$ cat src/rtl/booth_pkg.sv
// Shared FSM encodings and radix-4 Booth digit select codes for the
// sequential multiplier.
package booth_pkg;

   localparam logic [1:0] S_IDLE = 2'd0;
   localparam logic [1:0] S_ITER = 2'd1;
   localparam logic [1:0] S_DONE = 2'd2;

   typedef enum logic [2:0] {
      ZERO = 3'd0,
      PM   = 3'd1,
      P2M  = 3'd2,
      NM   = 3'd3,
      N2M  = 3'd4
   } booth_sel_e;

   // Maps the Booth window {Q[1], Q[0], q_m1} to the addend to apply.
   function automatic booth_sel_e booth_decode(input logic [2:0] bits);
      booth_sel_e sel;
      case (bits)
         3'b001, 3'b010: sel = PM;
         3'b011:         sel = P2M;
         3'b100:         sel = N2M;
         3'b101, 3'b110: sel = NM;
         default:        sel = ZERO;
      endcase
      return sel;
   endfunction

endpackage

$ cat src/rtl/cla_adder_n.sv
// N-bit adder built from 4-bit carry-lookahead units; operands are
// zero-padded up to a multiple of 4 bits internally.
module cla4 (
   input  logic [3:0] a,
   input  logic [3:0] b,
   input  logic       cin,
   output logic [3:0] sum,
   output logic       cout
);
   logic [3:0] g;
   logic [3:0] p;
   logic [4:1] c;

   assign g = a & b;
   assign p = a ^ b;
   assign c[1] = g[0] | (p[0] & cin);
   assign c[2] = g[1] | (p[1] & g[0]) | (p[1] & p[0] & cin);
   assign c[3] = g[2] | (p[2] & g[1]) | (p[2] & p[1] & g[0]) | (p[2] & p[1] & p[0] & cin);
   assign c[4] = g[3] | (p[3] & g[2]) | (p[3] & p[2] & g[1]) | (p[3] & p[2] & p[1] & g[0])
               | (p[3] & p[2] & p[1] & p[0] & cin);
   assign sum  = p ^ {c[3:1], cin};
   assign cout = c[4];
endmodule

module cla_adder_n #(
   parameter int N = 18
) (
   input  logic [N-1:0] a,
   input  logic [N-1:0] b,
   input  logic         cin,
   output logic [N-1:0] sum,
   output logic         cout
);
   localparam int NB = (N + 3) / 4;
   localparam int NP = NB * 4;

   logic [NP-1:0] a_pad;
   logic [NP-1:0] b_pad;
   logic [NP-1:0] s_pad;
   logic [NB:0]   carry;
   logic          unused_bits;

   assign a_pad    = NP'(a);
   assign b_pad    = NP'(b);
   assign carry[0] = cin;

   genvar gi;
   generate
      for (gi = 0; gi < NB; gi++) begin : g_blk
         cla4 u_cla4 (
            .a    (a_pad[gi*4 +: 4]),
            .b    (b_pad[gi*4 +: 4]),
            .cin  (carry[gi]),
            .sum  (s_pad[gi*4 +: 4]),
            .cout (carry[gi+1])
         );
      end
      // With zero padding, the carry out of bit N-1 surfaces as pad sum bit N.
      if (NP == N) begin : g_exact
         assign cout = carry[NB];
      end else begin : g_padded
         assign cout = s_pad[N];
      end
   endgenerate

   assign sum         = s_pad[N-1:0];
   assign unused_bits = ^{s_pad, carry[NB]};
endmodule

$ cat src/rtl/booth_mul_ctrl.sv
// Radix-4 Booth sequential signed multiplier: WIDTH/2 iterations through a
// single shared carry-lookahead adder.
module booth_mul_ctrl
   import booth_pkg::*;
#(
   parameter int WIDTH = 16
) (
   input  logic                 clk,
   input  logic                 rst,
   input  logic                 start,
   input  logic [WIDTH-1:0]     multiplicand,
   input  logic [WIDTH-1:0]     multiplier,
   output logic                 busy,
   output logic                 done,
   output logic [2*WIDTH-1:0]   product
);
   localparam int AW = WIDTH + 2;
   localparam int CW = $clog2(WIDTH);
   localparam logic [CW-1:0] LAST = CW'(WIDTH / 2 - 1);

   logic [1:0]       state;
   logic [AW-1:0]    a_reg;
   logic [AW-1:0]    m_reg;
   logic [WIDTH-1:0] q_reg;
   logic             q_m1;
   logic [CW-1:0]    cnt;

   booth_sel_e       sel;
   logic [AW-1:0]    operand;
   logic             cin;
   logic [AW-1:0]    sum;
   logic             cout_unused;

   // Subtraction reuses the adder as A + ~operand + 1.
   always_comb begin
      sel     = booth_decode({q_reg[1:0], q_m1});
      operand = '0;
      cin     = 1'b0;
      case (sel)
         PM:  operand = m_reg;
         P2M: operand = {m_reg[AW-2:0], 1'b0};
         NM: begin
            operand = ~m_reg;
            cin     = 1'b1;
         end
         N2M: begin
            operand = ~{m_reg[AW-2:0], 1'b0};
            cin     = 1'b1;
         end
         default: operand = '0;
      endcase
   end

   cla_adder_n #(.N(AW)) u_add (
      .a    (a_reg),
      .b    (operand),
      .cin  (cin),
      .sum  (sum),
      .cout (cout_unused)
   );

   always_ff @(posedge clk or posedge rst) begin
      if (rst) begin
         state <= S_IDLE;
         a_reg <= '0;
         m_reg <= '0;
         q_reg <= '0;
         q_m1  <= 1'b0;
         cnt   <= '0;
      end else begin
         case (state)
            S_IDLE: begin
               if (start) begin
                  a_reg <= '0;
                  m_reg <= {{2{multiplicand[WIDTH-1]}}, multiplicand};
                  q_reg <= multiplier;
                  q_m1  <= 1'b0;
                  cnt   <= '0;
                  state <= S_ITER;
               end
            end
            S_ITER: begin
               a_reg <= {sum[AW-1], sum[AW-1], sum[AW-1:2]};
               q_reg <= {sum[1:0], q_reg[WIDTH-1:2]};
               q_m1  <= q_reg[1];
               cnt   <= cnt + CW'(1);
               if (cnt == LAST) begin
                  state <= S_DONE;
               end
            end
            S_DONE:  state <= S_IDLE;
            default: state <= S_IDLE;
         endcase
      end
   end

   assign busy    = (state == S_ITER) || (state == S_DONE);
   assign done    = (state == S_DONE);
   assign product = {a_reg[WIDTH-1:0], q_reg};
endmodule

$ cat config.mk
export PLATFORM = sky130hd
export DESIGN_NAME = booth_mul_ctrl
export DESIGN_NICKNAME = d
export VERILOG_FILES = /design/src/rtl/booth_pkg.sv /design/src/rtl/cla_adder_n.sv /design/src/rtl/booth_mul_ctrl.sv
export SDC_FILE = /design/constraint.sdc
export NUM_CORES = 1
export LEC_CHECK = 0
export ABC_AREA = 1
export BUFFER_PORTS_ARGS = -buffer_cell sky130_fd_sc_hd__buf_2
export CAP_MARGIN = 20
export CORE_MARGIN = 2
export CORE_UTILIZATION = 30
export CTS_CLUSTER_SIZE = 28
export DETAILED_ROUTE_END_ITERATION = 7
export GPL_TIMING_DRIVEN = 1
export PLACE_DENSITY_LB_ADDON = 0.1
export SKIP_LAST_GASP = 1
export SLEW_MARGIN = 30
export SYNTH_ARGS = -nofsm -noshare
export SYNTH_HDL_FRONTEND = slang
export SYNTH_SLANG_ARGS = --single-unit
$ cat constraint.sdc
create_clock -name clk -period 3.7 [get_ports clk]
set_clock_uncertainty 0.1 [all_clocks]
set_input_delay 0.555 -clock clk [delete_from_list [all_inputs] [get_ports clk]]
set_output_delay 0.555 -clock clk [all_outputs]
set_load 0.01 [all_outputs]
==> qor.yml <==
highest_layer: "met4"
crit_path_start_kind: "register"
total_power_mw: 4.29
finalSetupViolations: 0
path_clk_slew_ns: 0.12
synth_flop_cell: "dfrtp_1"
drt_iter0_drc: 100
drv_slew: 0
run_status: "finished, final reports clean"
overflow: 0
layout-drive-gt1-share_pct: 22.3
grt_max_degree: 34
crit_end: "a_reg[14]"
layout_common_cells: "nand2_1 (96), buf_2 (68), dfrtp_1 (55)"
die_w_um: 110
grt_pass1_wl_um: 14200
htree_levels: 2
critPathKind: "reg2reg"
grt_usage_pct: 15.3
ys_seq_area_share_pct: 41.1
syn-cell-area_um2: 3350
dieArea_um2: 12000
routedWlPerCell_um: 14.2
drc: 0
worstPathRequired_ns: 3.83
yosys_warnings: 0
place_ws_ns: 0.249
r2r_end: "a_reg[14]"
hold_viol: 0
syn-num-nets: 461
final_common_cell: "nand2_1"
dp_cells: 603
synth_edf_count: 0
worstPathArrival_ns: 3.52
hp-class: "in2async"
finalWirelength_um: 8670
tns_ns: 0
met3_length_um: 308
finalCritPeriodShare_pct: 91.7
pwr_density_cell_nw_per_um2: 1090
stdcell_count: 611
setup_ws_ns: 0.308
relSlewSlack_pct: 39.2
layout_min_cycle_time_ns: 3.39
synth_cell_types: 35
post_cts_buffers: 0
cts_tree: "done"
r2r_start: "q_reg[1]"
vias: 2967
antenna_found_initial: 0
avgSynthCellArea_um2: 8.35
rrSetupSlack_ns: 0.31
drt_first_pass_iters: 4
cts_sinks: 55
core.rowCount: 38
clk_path_buf_depth: 2
port_buffers: 68
ctsHoldBuffers: 0
critPathCaptureType: "register"
irDropWorstVdd_mv: 0.437
whs_ns: 0.172
p_leak_nw: 2.04
wl_met2_um: 4280
ys_seq_elements: 55
max_slew.worst_pin.slew_ns: 0.908
rsz0062_at_grt: "false"
start_util_pct: 30.8
startpoint: "q_reg[1]"
place_congestion: 0.813
crit_path_max_fanout: 9
routed_via_density: 4.86
wl_met1_um: 3990
insertion_delay_ns: 0.32
num-nets-final: 530
antenna_cells: 0
grt_pass1_vias: 2875
cts_buffers: 5
io_pins: 69
area_growth_pct: 17.9
die_h_um: 110
hpwlAfterDp_um: 6490
async_flop_share_pct: 100
drv_cap: 0
final_antenna_net_count: 0
core_um2: 10900
netlist_instances: 401
root_buffer: "clkbuf_8"
reg2regPathDepth: 21
cts.repair.resized: 0
fmax_mhz: 295
cells in the mapped netlist (2+ instances only):
cell	instances	share of area (%)
nand2_1	96	11
dfrtp_1	55	41
inv_1	39	4.4
a21oi_1	30	4.5
nor2_1	30	3.4
a22oi_1	24	5.4
ha_1	20	7.5
o21ai_0	16	2.4
o211ai_1	15	3.4
nand3_1	14	2.1
a22o_1	5	1.3
buf_2	5	0.75
clkbuf_1	5	0.56
fa_1	5	3.0
xnor2_1	5	1.3
a31oi_1	3	0.56
buf_4	3	0.67
inv_2	3	0.34
mux2_2	3	1.0
nand2_2	3	0.56
nand2_4	3	1.0
o22ai_1	3	0.56
nand3_2	2	0.60
nor3_1	2	0.30
o31ai_1	2	0.45
power breakdown:
part	leakage (nW)	total, mW	internal (mW)	switching, mW
combinational	1.32	2.75	1.10	1.65
sequential	0.667	1.17	0.890	0.280
clock	0.0491	0.367	0.140	0.226
routing by layer:
metal / vias to the layer above / track usage, %
met5: - / 0
met4: 0 / 3.62
met3: 9 / 2.37
met2: 49 / 26.2
met1: 1410 / 20.2
li1: 1499 / -
worst min path at each step:
stage	start	to	cells after the start
floorplan	cnt[0]	cnt[0]	1
finish	rst	a_reg[13]	2
CTS	rst	q_reg[15]	2
global placement	q_reg[6]	q_reg[6]	2
detailed placement	q_reg[11]	q_reg[11]	2
global route	rst	q_reg[15]	2
through the flow:
stage / util [%] / instance area, um^2
after floorplan: - / 3350
after global placement: 35.4 / 3850
after detailed placement: 35.4 / 3850
after CTS: 36.3 / 3950
after global routing: 36.3 / 3950
final: 36.3 / 3950
worst max-delay path: stages, from the launching register on:
cell      delay [ns]
dfrtp_1         0.46
inv_1           0.12
nand3_1         0.11
nand2_1         0.16
buf_4           0.22
a22oi_1         0.13
o211ai_1        0.14
ha_1            0.36
nand2_1         0.06
inv_1           0.06
nand3_2         0.07
nand2_1         0.11
nand3_2         0.09
nand2_4         0.10
nand2_4         0.05
nand2_4         0.07
nand2_2         0.05
nand2_1         0.05
nand2_1         0.06
nand2_1         0.07
fa_1            0.41
a22o_1          0.23
layout make-up:
type                            count  area [um^2]
Clock buffer                        5         68.8
Clock inverter                      3         26.3
Fill cell                        1158         6940
Inverter                           42          158
Multi-Input combinational cell    290         1740
Sequential cell                    55         1380
Tap cell                          140          175
Timing Repair Buffer               76          400
kinds of logic after synthesis:
family,Yosys count,synth area share [%]
compound gates,101,19.2
xor+xnor,5,1.31
fa+ha+maj,25,10.5
buf+inv,56,6.80
flops,55,41.1
mux,3,1.01
simple gates,156,20.1
No activity file was read; power rests on OpenSTA's default activity.
